--- src/rtl/ecc_pkg.sv ---
// Shared SECDED definitions for the 32-bit codeword (26 data bits, Hamming positions 1..31 plus
// overall parity in bit 0): widths, status encoding and data-position helpers.
package ecc_pkg;

  localparam int ECC_DATA_W = 26;
  localparam int ECC_CODE_W = 32;
  localparam int ECC_SYN_W  = 5;

  typedef enum logic [1:0] {
    ECC_OK     = 2'b00,
    ECC_CORR   = 2'b01,
    ECC_UNCORR = 2'b10
  } ecc_status_e;

  // Every non-power-of-two position in ascending order; data bit i lives at ECC_DATA_POS[i].
  localparam logic [4:0] ECC_DATA_POS [ECC_DATA_W] = '{
    5'd3,  5'd5,  5'd6,  5'd7,  5'd9,  5'd10, 5'd11, 5'd12, 5'd13,
    5'd14, 5'd15, 5'd17, 5'd18, 5'd19, 5'd20, 5'd21, 5'd22, 5'd23,
    5'd24, 5'd25, 5'd26, 5'd27, 5'd28, 5'd29, 5'd30, 5'd31
  };

  function automatic logic [ECC_DATA_W-1:0] ecc_extract(input logic [ECC_CODE_W-1:0] code);
    logic [ECC_DATA_W-1:0] data;
    data = '0;
    for (int i = 0; i < ECC_DATA_W; i++) begin
      data[i] = code[ECC_DATA_POS[i]];
    end
    return data;
  endfunction

  function automatic logic [ECC_CODE_W-1:0] ecc_insert(input logic [ECC_DATA_W-1:0] data);
    logic [ECC_CODE_W-1:0] code;
    code = '0;
    for (int i = 0; i < ECC_DATA_W; i++) begin
      code[ECC_DATA_POS[i]] = data[i];
    end
    return code;
  endfunction

endpackage

--- src/rtl/ecc_secded_decoder_if.sv ---
// Stream pair of the SECDED decoder: codewords in (valid/ready), decoded results out (valid/ready).
interface ecc_secded_decoder_if
  import ecc_pkg::*;
#(
  parameter int TAG_W = 5
);

  logic                  in_valid;
  logic                  in_ready;
  logic [ECC_CODE_W-1:0] in_code;
  logic [TAG_W-1:0]      in_tag;
  logic                  out_valid;
  logic                  out_ready;
  logic [ECC_DATA_W-1:0] out_data;
  logic [TAG_W-1:0]      out_tag;
  logic [1:0]            out_status;
  logic [ECC_SYN_W-1:0]  out_syndrome;

  modport master (
    output in_valid, in_code, in_tag, out_ready,
    input  in_ready, out_valid, out_data, out_tag, out_status, out_syndrome
  );

  modport slave (
    input  in_valid, in_code, in_tag, out_ready,
    output in_ready, out_valid, out_data, out_tag, out_status, out_syndrome
  );

endinterface

--- src/rtl/ecc_syndrome.sv ---
// Combinational Hamming syndrome and overall even parity of a 32-bit SECDED codeword; shared with
// the encoder-side self check.
module ecc_syndrome
  import ecc_pkg::*;
(
  input  logic [ECC_CODE_W-1:0] code,
  output logic [ECC_SYN_W-1:0]  syndrome,
  output logic                  parity
);

  always_comb begin
    syndrome = '0;
    for (int p = 1; p < ECC_CODE_W; p++) begin
      if (code[p]) syndrome = syndrome ^ ECC_SYN_W'(p);
    end
    parity = ^code;
  end

endmodule

--- src/rtl/ecc_secded_decoder.sv ---
// Two-stage SECDED decoder with saturating event counters and a first-uncorrectable-word log.
// Optional ECC_SCRUB_EN adds a one-cycle scrub_valid/scrub_code pulse with each repaired codeword.
module ecc_secded_decoder
  import ecc_pkg::*;
#(
  parameter int CNT_W = 16,
  parameter int TAG_W = 5
) (
  input  logic                  clk,
  input  logic                  rst,
  ecc_secded_decoder_if.slave   bus,
  input  logic                  cnt_clear,
  output logic [CNT_W-1:0]      corr_count,
  output logic [CNT_W-1:0]      uncorr_count,
  output logic                  log_valid,
  output logic [ECC_CODE_W-1:0] log_code,
  output logic [TAG_W-1:0]      log_tag
`ifdef ECC_SCRUB_EN
  ,
  output logic                  scrub_valid,
  output logic [ECC_CODE_W-1:0] scrub_code
`endif
);

  logic [ECC_SYN_W-1:0]  syn;
  logic                  par;
  logic                  in_ready;
  logic                  s2_adv;
  logic                  fire;
  logic [ECC_CODE_W-1:0] flip;
  logic [ECC_CODE_W-1:0] fixed;
  ecc_status_e           status;

  logic                  s1_valid_q, s1_valid_d;
  logic [ECC_CODE_W-1:0] s1_code_q, s1_code_d;
  logic [TAG_W-1:0]      s1_tag_q, s1_tag_d;
  logic [ECC_SYN_W-1:0]  s1_syn_q, s1_syn_d;
  logic                  s1_par_q, s1_par_d;

  logic                  s2_valid_q, s2_valid_d;
  logic [ECC_DATA_W-1:0] s2_data_q, s2_data_d;
  logic [TAG_W-1:0]      s2_tag_q, s2_tag_d;
  ecc_status_e           s2_status_q, s2_status_d;
  logic [ECC_SYN_W-1:0]  s2_syn_q, s2_syn_d;
  logic [ECC_CODE_W-1:0] s2_code_q, s2_code_d;

  logic [CNT_W-1:0]      corr_count_q, corr_count_d;
  logic [CNT_W-1:0]      uncorr_count_q, uncorr_count_d;
  logic                  log_valid_q, log_valid_d;
  logic [ECC_CODE_W-1:0] log_code_q, log_code_d;
  logic [TAG_W-1:0]      log_tag_q, log_tag_d;

  ecc_syndrome u_syndrome (
    .code     (bus.in_code),
    .syndrome (syn),
    .parity   (par)
  );

  always_comb begin
    s2_adv   = !s2_valid_q || bus.out_ready;
    in_ready = !s1_valid_q || s2_adv;
    fire     = s2_valid_q && bus.out_ready;

    s1_valid_d = s1_valid_q;
    s1_code_d  = s1_code_q;
    s1_tag_d   = s1_tag_q;
    s1_syn_d   = s1_syn_q;
    s1_par_d   = s1_par_q;
    if (in_ready) s1_valid_d = bus.in_valid;
    if (in_ready && bus.in_valid) begin
      s1_code_d = bus.in_code;
      s1_tag_d  = bus.in_tag;
      s1_syn_d  = syn;
      s1_par_d  = par;
    end

    // A set overall parity means an odd error count: repair it, bit 0 when the syndrome is zero.
    flip = '0;
    if (s1_par_q) flip = (s1_syn_q == '0) ? 32'd1 : (32'd1 << s1_syn_q);
    fixed = s1_code_q ^ flip;
    if (s1_par_q)              status = ECC_CORR;
    else if (s1_syn_q != '0)   status = ECC_UNCORR;
    else                       status = ECC_OK;

    s2_valid_d  = s2_valid_q;
    s2_data_d   = s2_data_q;
    s2_tag_d    = s2_tag_q;
    s2_status_d = s2_status_q;
    s2_syn_d    = s2_syn_q;
    s2_code_d   = s2_code_q;
    if (s2_adv) s2_valid_d = s1_valid_q;
    if (s2_adv && s1_valid_q) begin
      s2_data_d   = ecc_extract(fixed);
      s2_tag_d    = s1_tag_q;
      s2_status_d = status;
      s2_syn_d    = s1_syn_q;
      s2_code_d   = s1_code_q;
    end

    corr_count_d   = corr_count_q;
    uncorr_count_d = uncorr_count_q;
    log_valid_d    = log_valid_q;
    log_code_d     = log_code_q;
    log_tag_d      = log_tag_q;
    // Clearing wins over any event retiring in the same cycle.
    if (cnt_clear) begin
      corr_count_d   = '0;
      uncorr_count_d = '0;
      log_valid_d    = 1'b0;
      log_code_d     = '0;
      log_tag_d      = '0;
    end else if (fire) begin
      if (s2_status_q == ECC_CORR && corr_count_q != '1)
        corr_count_d = corr_count_q + CNT_W'(1);
      if (s2_status_q == ECC_UNCORR && uncorr_count_q != '1)
        uncorr_count_d = uncorr_count_q + CNT_W'(1);
      if (s2_status_q == ECC_UNCORR && !log_valid_q) begin
        log_valid_d = 1'b1;
        log_code_d  = s2_code_q;
        log_tag_d   = s2_tag_q;
      end
    end
  end

  always_ff @(posedge clk or posedge rst) begin
    if (rst) begin
      s1_valid_q     <= 1'b0;
      s1_code_q      <= '0;
      s1_tag_q       <= '0;
      s1_syn_q       <= '0;
      s1_par_q       <= 1'b0;
      s2_valid_q     <= 1'b0;
      s2_data_q      <= '0;
      s2_tag_q       <= '0;
      s2_status_q    <= ECC_OK;
      s2_syn_q       <= '0;
      s2_code_q      <= '0;
      corr_count_q   <= '0;
      uncorr_count_q <= '0;
      log_valid_q    <= 1'b0;
      log_code_q     <= '0;
      log_tag_q      <= '0;
    end else begin
      s1_valid_q     <= s1_valid_d;
      s1_code_q      <= s1_code_d;
      s1_tag_q       <= s1_tag_d;
      s1_syn_q       <= s1_syn_d;
      s1_par_q       <= s1_par_d;
      s2_valid_q     <= s2_valid_d;
      s2_data_q      <= s2_data_d;
      s2_tag_q       <= s2_tag_d;
      s2_status_q    <= s2_status_d;
      s2_syn_q       <= s2_syn_d;
      s2_code_q      <= s2_code_d;
      corr_count_q   <= corr_count_d;
      uncorr_count_q <= uncorr_count_d;
      log_valid_q    <= log_valid_d;
      log_code_q     <= log_code_d;
      log_tag_q      <= log_tag_d;
    end
  end

`ifdef ECC_SCRUB_EN
  logic [ECC_CODE_W-1:0] s2_fixed_q, s2_fixed_d;
  logic                  scrub_valid_q, scrub_valid_d;
  logic [ECC_CODE_W-1:0] scrub_code_q, scrub_code_d;

  always_comb begin
    s2_fixed_d    = (s2_adv && s1_valid_q) ? fixed : s2_fixed_q;
    scrub_valid_d = fire && (s2_status_q == ECC_CORR);
    scrub_code_d  = scrub_valid_d ? s2_fixed_q : scrub_code_q;
  end

  always_ff @(posedge clk or posedge rst) begin
    if (rst) begin
      s2_fixed_q    <= '0;
      scrub_valid_q <= 1'b0;
      scrub_code_q  <= '0;
    end else begin
      s2_fixed_q    <= s2_fixed_d;
      scrub_valid_q <= scrub_valid_d;
      scrub_code_q  <= scrub_code_d;
    end
  end

  assign scrub_valid = scrub_valid_q;
  assign scrub_code  = scrub_code_q;
`endif

  assign bus.in_ready     = in_ready;
  assign bus.out_valid    = s2_valid_q;
  assign bus.out_data     = s2_data_q;
  assign bus.out_tag      = s2_tag_q;
  assign bus.out_status   = s2_status_q;
  assign bus.out_syndrome = s2_syn_q;
  assign corr_count       = corr_count_q;
  assign uncorr_count     = uncorr_count_q;
  assign log_valid        = log_valid_q;
  assign log_code         = log_code_q;
  assign log_tag          = log_tag_q;

endmodule

--- src/flat_wrapper.sv ---
// flat-port wrapper written by rule: the top's interface ports become plain ports
module ecc_secded_decoder_flat import ecc_pkg::*;
#(
  parameter int CNT_W = 16,
  parameter int TAG_W = 5
)
  (clk, rst, cnt_clear, corr_count, uncorr_count, log_valid, log_code, log_tag, bus_in_valid, bus_in_code, bus_in_tag, bus_out_ready, bus_in_ready, bus_out_valid, bus_out_data, bus_out_tag, bus_out_status, bus_out_syndrome);
  ecc_secded_decoder_if #(.TAG_W(TAG_W)) bus_i ();
  input  logic clk;
  input  logic rst;
  input  logic cnt_clear;
  output logic [CNT_W-1:0] corr_count;
  output logic [CNT_W-1:0] uncorr_count;
  output logic log_valid;
  output logic [ECC_CODE_W-1:0] log_code;
  output logic [TAG_W-1:0] log_tag;
  input wire logic [$bits(bus_i.in_valid)-1:0] bus_in_valid;
  input wire logic [$bits(bus_i.in_code)-1:0] bus_in_code;
  input wire logic [$bits(bus_i.in_tag)-1:0] bus_in_tag;
  input wire logic [$bits(bus_i.out_ready)-1:0] bus_out_ready;
  output wire logic [$bits(bus_i.in_ready)-1:0] bus_in_ready;
  output wire logic [$bits(bus_i.out_valid)-1:0] bus_out_valid;
  output wire logic [$bits(bus_i.out_data)-1:0] bus_out_data;
  output wire logic [$bits(bus_i.out_tag)-1:0] bus_out_tag;
  output wire logic [$bits(bus_i.out_status)-1:0] bus_out_status;
  output wire logic [$bits(bus_i.out_syndrome)-1:0] bus_out_syndrome;
  assign bus_i.in_valid = bus_in_valid;
  assign bus_i.in_code = bus_in_code;
  assign bus_i.in_tag = bus_in_tag;
  assign bus_i.out_ready = bus_out_ready;
  assign bus_in_ready = bus_i.in_ready;
  assign bus_out_valid = bus_i.out_valid;
  assign bus_out_data = bus_i.out_data;
  assign bus_out_tag = bus_i.out_tag;
  assign bus_out_status = bus_i.out_status;
  assign bus_out_syndrome = bus_i.out_syndrome;
  ecc_secded_decoder #(.CNT_W(CNT_W), .TAG_W(TAG_W)) u_core (.clk(clk), .rst(rst), .bus(bus_i), .cnt_clear(cnt_clear), .corr_count(corr_count), .uncorr_count(uncorr_count), .log_valid(log_valid), .log_code(log_code), .log_tag(log_tag));
endmodule
--- config.mk ---
export PLATFORM = sky130hd
export DESIGN_NAME = ecc_secded_decoder_flat
export DESIGN_NICKNAME = d
export VERILOG_FILES = /design/src/rtl/ecc_pkg.sv /design/src/rtl/ecc_secded_decoder_if.sv /design/src/rtl/ecc_syndrome.sv /design/src/rtl/ecc_secded_decoder.sv /design/src/flat_wrapper.sv
export SDC_FILE = /design/constraint.sdc
export NUM_CORES = 1
export LEC_CHECK = 0
export CAP_MARGIN = 20
export CELL_PAD_IN_SITES_DETAIL_PLACEMENT = 0
export CELL_PAD_IN_SITES_GLOBAL_PLACEMENT = 1
export CORE_ASPECT_RATIO = 0.8
export CORE_MARGIN = 3
export CORE_UTILIZATION = 30
export DETAILED_ROUTE_END_ITERATION = 16
export GPL_TIMING_DRIVEN = 0
export PLACE_DENSITY_LB_ADDON = 0.1
export SETUP_SLACK_MARGIN = 0.2
export SLEW_MARGIN = 0
export SYNTH_ARGS = -nofsm -noshare
export SYNTH_HDL_FRONTEND = slang
export SYNTH_SLANG_ARGS = --single-unit
--- constraint.sdc ---
create_clock -name clk -period 6.6 [get_ports clk]
set_input_delay 0.66 -clock clk [delete_from_list [all_inputs] [get_ports clk]]
set_output_delay 0.66 -clock clk [all_outputs]
set_load 0.05 [all_outputs]
==> After elaboration in Yosys (flattened, before gate mapping) <==
Cells that the tools add are included.
Widths: inputs -> output; s select.
{ "word_totals": {"ff_bits": 185, "word_cells": 125, "input_bits": 42, "out_inout_bits": 110} }
{ "op_classes": {"shifts": 1, "n_bitwise": 31, "reduce_logical": 21, "add_sub_neg": 2, "n_eq_ne": 4, "muxes": 50} }
{ "op_table": {"columns": ["cell", "n"], "rows": [
  ["$mux 32", 5],
  ["$mux 16", 6],
  ["$mux 5", 19],
  ["$add 16x1->16 const B", 2],
  ["$mux 4", 8],
  ["$ne 16x16->1 const B", 2],
  ["$reduce_xor 32->1", 1],
  ["$shl 1x5->32 const A", 1],
  ["$xor 32x32->32", 1],
  ["$not 3->3", 10],
  ["$not 2->2", 10],
  ["$not 4->4", 5],
  ["$mux 3", 4],
  ["$mux 2", 4],
  ["$reduce_bool 2->1", 4],
  ["$logic_and 1x1->1", 6],
  ["$reduce_and 2->1", 3],
  ["$logic_not 5->1", 1],
  ["$not 5->5", 1],
  ["$reduce_bool 5->1", 1],
  ["$mux 1", 4],
  ["$not 1->1 const A", 4],
  ["$logic_not 1->1", 3],
  ["$eq 2x1->1 const B", 1],
  ["other kinds (2)", 3]
]} }

==> Logic depth before layout (Yosys ltp) <==
Gate-level depths: netlist of the first run.
{ "depth": {"word_depth": 57, "mapped_depth": 7, "depth_no_buf": 7} }

==> Modules after synthesis <==
Synthesis of the first run repeated with hierarchy kept, for this count alone.
{ "hier_totals": {"cells_unflattened": 683, "area_unflattened_um2": 8359.3} }
{ "by_module_without_submodules": {"columns": ["module", "instances", "seq_area_each_um2", "cells_each", "area_each_um2"], "rows": [
  ["ecc_secded_decoder", 1, 4629.4, 628, 7836.3],
  ["ecc_syndrome", 1, 0.0, 55, 523.0]
]} }

==> Worst setup path after synthesis of the first run <==
No wires, ideal clock.
{ "synth_timing": {"kind": "reg2reg", "from": "register u_core.s2_valid_q (netlist: u_core.bus.out_valid)", "to": "register u_core.s1_code_q[10]", "required_time_ns": 6.475, "setup_ns": 0.125, "t_arrival_ns": 2.241, "synth_period_minus_slack_ns": 2.365, "stages_incl_launch_ff": 6, "path_buffers": 2, "setup_slack_ns": 4.235, "cell_sequence": "dfrtp_1 -> nand3b_1 -> nand2_1 -> buf_2 -> buf_2 -> mux2_2"} }
{ "synth_via": {"elab_chain_cells": 4} }
{ "synth_lines": {"columns": ["element", "line", "source"], "rows": [
  ["start: declaration", "ecc_secded_decoder.sv:40", "logic s2_valid_q, s2_valid_d;"],
  ["start signal: assignment", "ecc_secded_decoder.sv:149", "s2_valid_q <= s2_valid_d;"],
  ["$logic_not 1->1", "ecc_secded_decoder.sv:60", "s2_adv = !s2_valid_q || bus.out_ready;"],
  ["$logic_or 1x1->1", "ecc_secded_decoder.sv:60", null],
  ["$logic_or 1x1->1", "ecc_secded_decoder.sv:61", "in_ready = !s1_valid_q || s2_adv;"],
  ["named net bus_in_ready", "flat_wrapper.sv:21", "output wire logic [$bits(bus_i.in_ready)-1:0] bus_in_ready;"],
  ["$logic_and 1x1->1", "ecc_secded_decoder.sv:70", "if (in_ready && bus.in_valid) begin"],
  ["end signal: assignment", "ecc_secded_decoder.sv:145", "s1_code_q <= s1_code_d;"],
  ["end: declaration", "ecc_secded_decoder.sv:35", "logic [ECC_CODE_W-1:0] s1_code_q, s1_code_d;"]
]} }
The timed path passes the listed nets, and every way through them passes these cells.
A chain may end at the register's enable or synchronous reset.

==> Worst setup path in the final report of the first run <==
{ "layout_timing": {"from": "input bus_out_ready", "to": "output bus_in_ready"} }
{ "layout_via": {"elab_chain_cells": 2} }
{ "layout_lines": {"columns": ["element", "line", "source"], "rows": [
  ["start: declaration", "flat_wrapper.sv:20", "input wire logic [$bits(bus_i.out_ready)-1:0] bus_out_ready;"],
  ["$logic_or 1x1->1", "ecc_secded_decoder.sv:60", null],
  ["$logic_or 1x1->1", "ecc_secded_decoder.sv:61", null],
  ["end: declaration", "flat_wrapper.sv:21", null]
]} }
No other way between the ends.

==> metrics.md, run 1 <==
| Metric | Value |
|---|---|
| Commonest cells after routing, fill and taps aside | `dfrtp_1, clkdlybuf4s50_1, mux2_2, xnor2_1, nand2_1` |
| Sink Count | `185` |
| Overall routing resource usage | `0.159` |
| Ports | `152` |
| Leading area contributor after synthesis | `dfrtp_1` |
| Setup TNS | `0 ns` |
| Setup Viol. Count Final | `0` |
| CTS Root Cell | `clkbuf_16` |
| Hold_sp | `u_core.bus.out_data[25]$_DFFE_PP0P_` |
| Pleak | `4.33 nW` |
| Post-synth EDFFs | `0` |
| Final Non-Filler Cells | `1202` |
| Most frequent CP cell | `clkdlybuf4s50_1` |
| Syn Nets | `707` |
| Max FO, Critical Path | `4` |
| Min Clock Period, post-route | `2.87 ns` |
| Initial antenna violation count | `0` |
| Pre-antenna DRT Iters | `5` |
| Placed cell count | `1171` |
| Largest net degree at the start of global routing | `108` |
| Synthesized cell area | `8150 um2` |
| Layout cell share with drive strength beyond 1 | `0.164` |
| Syn avg cell area | `12.3 um2` |
| Max VDD drop | `0.203 mV` |
| Clk_lat worst skew | `0.43 ns` |
| CP required | `5.94 ns` |
| R2r startpoint | `u_core.bus.out_status[0]$_DFFE_PP0P_` |
| Iter 0 DRT Violations | `284` |
| Synthesis Warnings | `0` |
| R2R depth | `4` |
| RSZ-0062 raised after global routing | `false` |
| Ant diodes | `0` |
| WHS Endpoint | `u_core.bus.out_data[25]$_DFFE_PP0P_` |
| Final Skew | `0.0128 ns` |
| Fmax | `348 MHz` |
| First-pass GRT wire length | `35500 um` |
| Top cells by area, synth | `dfrtp_1, mux2_2, xnor2_1` |
| R2r setup slk | `4.27 ns` |
| Detailed-route via count | `5528` |
| Worst-path clk slew | `0.06 ns` |
| Cell Rows | `53` |
| Cell chain of the critical path | `clkdlybuf4s50_1, nand3b_1, clkdlybuf4s50_1` |
| Remaining routing DRC violations | `0` |
| Vias in the first global route | `5966` |
| P&R area growth vs syn | `31.4%` |
| DP Wirelength | `16600 um` |
| Ratio of total power to cell area | `346 nW/um2` |
| Post-CTS Setup Repair Bufs | `0` |
| GR Overflow Total | `0` |
| Wirelength per Cell | `18.7 um` |
| CP Launch Type | `input pin` |
| Buf/Inv on CP | `2` |
| Fin. max-slew vios | `0` |
| Critical path class | `in -> out` |
| Total core area | `26500 um2` |
| Die H | `153 um` |
| Die Footprint | `29200 um2` |
| DIE WIDTH | `190 um` |
| Post-synthesis cell count | `663` |
| Crit path largest cell delay | `0.84 ns` |
| Arrival @ worst endpoint | `2.21 ns` |
| Seq/Total Area, Yosys | `0.568` |
| Async S/R FF share, synth | `1.00` |
| Worst min-delay path class | `reg -> reg` |
| Critical-path top delay cell | `clkdlybuf4s50_1` |
| CP delay by family, top | `buffers and inverters` |
| Final Hold Viols | `0` |
| Via/cell ratio | `4.60` |
| CTS tree | `built` |
| H-tree depth | `4` |
| Crit. End Element | `output pin` |
| Tot Pwr | `3.71 mW` |
| Worst slew pin tran | `1.05 ns` |
| Yosys top cell area share | `0.568` |
| Final worst-path cycle share | `0.435` |
| Antenna Nets Post-Route | `0` |
| Commonest non-fill, non-tap cell in the layout | `dfrtp_1` |
| Hold Buf Count CTS | `0` |
| Run status | `complete, no violations` |
| Relative slew slack | `0.299` |
| Layout net count | `877` |
| Cts bufs inserted | `17` |
| CP startpoint | `bus_out_ready` |
| Resize count post-CTS | `0` |
| Max clock buf depth | `2` |
| Max Cap Violations | `0` |
| Final Wtd Congestion | `0.781` |
| Initial core utilization | `0.307` |
| PortBufs | `150` |
| Worst Hold Depth | `2` |
| Final wirelength | `22500 um` |
| Synth Flop Type | `dfrtp_1` |
| Yosys reg bits | `185` |
| Yosys cell types | `42` |
| Worst r2r dst | `u_core.log_tag[1]$_DFFE_PP0P_` |
cells in the mapped netlist (8+ instances only):
master      n
dfrtp_1   185
mux2_2     81
xnor2_1    74
nand2_1    57
nor2_1     55
a22o_1     37
xor2_1     35
o21ai_0    30
clkbuf_1   15
nand3_1    11
buf_2      10
nand4_1     8
per-layer routing:
metal / track usage / share of wire
met1: 0.236 / 0.52
met2: 0.235 / 0.43
met3: 0.0438 / 0.043
met4: 0.0241 / 0.0048
met5: 0 / 0
cell type report:
cell class	count	area [um2]
fill	2548	15800
sequential	185	4630
multi-input combinational	445	3380
timing repair buffer	151	1530
clock buffer	21	480
tap	357	447
buffer	30	126
clock inverter	10	95.1
inverter	3	18.8
logic make-up after synthesis:
kind of cell | synth area share
compound gates | 0.0746
xor+xnor | 0.121
simple gates | 0.0989
buf+inv | 0.0169
fa+ha+maj | 0.00307
mux | 0.117
flops | 0.568
through the flow:
stage                      util  hold WS (ns)  instance area [um2]  setup slack (ns)
after floorplan               -         0.457                 8150             0.911
after global placement    0.381         0.472                10100             -1.69
after detailed placement  0.382         0.476                10100              3.47
after CTS                 0.404         0.492                10700              3.72
after global routing      0.404         0.513                10700              3.64
final                     0.404         0.483                10700              3.73
state kept, by name (all words and copies together) (netlist names), 16 cells and up:
name,cells
u_core.log_code,32
u_core.s1_code_q,32
u_core.s2_code_q,32
u_core.bus.out_data,26
u_core.corr_count,16
u_core.uncorr_count,16
power breakdown:
| group | total, mW | leakage, nW | switching [mW] | internal (mW) |
|---|---|---|---|---|
| Sequential | 1.48 | 2.33 | 0.144 | 1.34 |
| Clock | 1.01 | 0.281 | 0.448 | 0.559 |
| Combinational | 1.22 | 1.72 | 0.758 | 0.459 |
worst register-to-register path, stage by stage (launching register included):
cell	delay (ns)
dfrtp_1	0.42
nand4b_2	0.40
nor3_2	0.86
buf_2	0.41
a22o_1	0.18
worst max-delay path by stage:
stage | end | cells after the start | slack, ns
detailed placement | u_core.bus.out_data[11]$_DFFE_PP0P_ | 7 | 3.47
finish | bus_in_ready | 3 | 3.73
floorplan | u_core.bus.out_data[0]$_DFFE_PP0P_ | 1 | 0.91
CTS | bus_in_ready | 3 | 3.72
global placement | u_core.log_code[27]$_DFFE_PP0P_ | 2 | -1.69
global route | bus_in_ready | 3 | 3.64
(Power assumes the default switching activity.)
==> run 2, diff against run 1 <==
- clock period: 6.6 -> 2.3 ns (I/O delays scaled with it)
==> metrics.md, run 2 (same netlist as run 1, synthesis figures left out) <==
| Metric | Value |
|---|---|
| Run status | `complete, no violations` |
| Crit. End Element | `output pin` |
| Via/cell ratio | `4.65 (+1.0%)` |
| Max clock buf depth | `2 (unchanged)` |
| P&R area growth vs syn | `32.7%` |
| Arrival @ worst endpoint | `1.76 ns (-0.45 ns)` |
| Commonest non-fill, non-tap cell in the layout | `dfrtp_1` |
| Largest net degree at the start of global routing | `43 (-60%)` |
| Initial core utilization | `0.307 (unchanged)` |
| CTS Root Cell | `clkbuf_16` |
| Crit path largest cell delay | `0.85 ns (about the same)` |
| Layout cell share with drive strength beyond 1 | `0.175 (+0.0108)` |
| Worst min-delay path class | `in -> async` |
| Cell Rows | `53 (unchanged)` |
| Placed cell count | `1174 (+0.26%)` |
| Initial antenna violation count | `0 (unchanged)` |
| Relative slew slack | `0.469 (+0.170)` |
| Remaining routing DRC violations | `0 (unchanged)` |
| CP Launch Type | `flip-flop` |
| Max FO, Critical Path | `7 (+3)` |
| Final wirelength | `22600 um (+0.48%)` |
| Fmax | `501 MHz` |
| Pleak | `4.39 nW (+1.3%)` |
| Clk_lat worst skew | `0.44 ns (about the same)` |
| Die H | `153 um (unchanged)` |
| Iter 0 DRT Violations | `307 (+8.1%)` |
| Critical path class | `reg -> out` |
| Final Hold Viols | `0 (unchanged)` |
| Final Core Density | `0.407 (+0.00382)` |
| GR Overflow Total | `0 (unchanged)` |
| Max Cap Violations | `0 (unchanged)` |
| Min Clock Period, post-route | `1.99 ns` |
| Die Footprint | `29200 um2 (unchanged)` |
| Final Wtd Congestion | `0.803 (+2.9%)` |
| Vias in the first global route | `5927 (-0.65%)` |
| Fin. max-slew vios | `0 (unchanged)` |
| Overall routing resource usage | `0.158 (-0.00103)` |
| Multi-input logic area | `3390 um2 (+0.41%)` |
| Final Skew | `0.0135 ns (+0.000765 ns)` |
| Commonest cells after routing, fill and taps aside | `dfrtp_1, clkdlybuf4s50_1, mux2_2, xnor2_1, nand2_1` |
| Worst slew pin tran | `0.794 ns (-0.253 ns)` |
| Ports | `152 (unchanged)` |
| CP delay by family, top | `buffers and inverters` |
| Setup Viol. Count Final | `0 (unchanged)` |
| RSZ-0062 raised after global routing | `false` |
| Pre-antenna DRT Iters | `4 (-1)` |
| Ratio of total power to cell area | `1000 nW/um2 (+190%)` |
| Sink Count | `185 (unchanged)` |
| Worst-path clk slew | `0.08 ns (+0.02 ns)` |
| Total core area | `26500 um2 (unchanged)` |
| Wirelength per Cell | `18.8 um (about the same)` |
| Cell chain of the critical path | `clkdlybuf4s50_1` |
| Ant diodes | `0 (unchanged)` |
| Max VDD drop | `0.629 mV (+210%)` |
| First-pass GRT wire length | `35100 um (-1.2%)` |
| H-tree depth | `4 (unchanged)` |
| Seq. cell area | `4630 um2 (unchanged)` |
| Layout net count | `881 (+0.46%)` |
| Layout fillers | `2526 (-0.86%)` |
| CTS tree | `built` |
| Post-route cell area | `10800 um2 (+0.95%)` |
| Critical-path top delay cell | `clkdlybuf4s50_1` |
| DP Area | `10200 um2 (+0.48%)` |
| CP required | `2.07 ns (-3.87 ns)` |
| PortBufs | `150 (unchanged)` |
| Final worst-path cycle share | `0.867` |
| Antenna Nets Post-Route | `0 (unchanged)` |
| Cts bufs inserted | `17 (unchanged)` |
| Detailed-route via count | `5608 (+1.4%)` |
| DP Wirelength | `16800 um (+1.3%)` |
| DIE WIDTH | `190 um (unchanged)` |
| Final Non-Filler Cells | `1207 (+0.42%)` |
| Buf/Inv on CP | `1 (-1)` |
## run 2: where the power goes
group | switching [mW] | total, mW | internal (mW)
Sequential | 0.416 | 4.26 | 3.85
Clock | 1.34 | 3.06 | 1.73
Combinational | 2.18 | 3.51 | 1.33
Total | 3.93 | 10.8 | 6.90
## run 2: timing repair
item,4_1_cts,5_1_grt
gates resized for setup,6,7
hold buffers,0,0
pin swaps,1,0
setup endpoints to repair,59,57
buffers inserted,1,0
## run 2: layer usage
metal | global-route usage | wire length, um | vias to the layer above
met5 | 0 | 0 | -
met4 | 0.0412 | 258 | 0
met3 | 0.0367 | 1150 | 16
met2 | 0.228 | 9690 | 124
met1 | 0.237 | 11500 | 2830
li1 | - | - | 2638
## run 2: area by class of cell
type / instances / area share
repair buffers: 155 / 0.147
clock buffers: 19 / 0.0401
well taps: 357 / 0.0413
clock inverters: 13 / 0.0156
flip-flops and latches: 185 / 0.428
multi-input cells: 445 / 0.314
plain buffers: 30 / 0.0124
inverters: 3 / 0.00139
## run 2: path summary, 6_finish.rpt
check | from | endpoint | slack [ns] | depth (start not counted)
max | u_core.uncorr_count[2]$_DFFE_PP0P_ | uncorr_count[2] | 0.31 | 1
min | rst | u_core.uncorr_count[13]$_DFFE_PP0P_ | 0.28 | 2
max reg2reg | u_core.s1_syn_q[1]$_DFFE_PP0P_ | u_core.bus.out_data[5]$_DFFE_PP0P_ | 0.34 | 5
min reg2reg | u_core.s2_code_q[24]$_DFFE_PP0P_ | u_core.log_code[24]$_DFFE_PP0P_ | 0.49 | 1
max in group asynchronous | rst | u_core.s2_code_q[30]$_DFFE_PP0P_ | 1.07 | 4
min in group clk | cnt_clear | u_core.log_valid$_DFFE_PP0P_ | 0.29 | 2
## run 2: through the flow
stage / power (mW) / setup slack, ns / TNS (ns) / hold WS [ns]
after floorplan: 6.57 / -0.309 / -57.88 / 0.338
after global placement: 7.79 / -1.92 / -370.60 / 0.473
after detailed placement: 7.85 / -0.397 / -22.15 / 0.473
after CTS: 11.0 / 0.238 / 0 / 0.239
after global routing: 11.4 / 0.210 / 0 / 0.313
final: 10.8 / 0.305 / 0 / 0.284
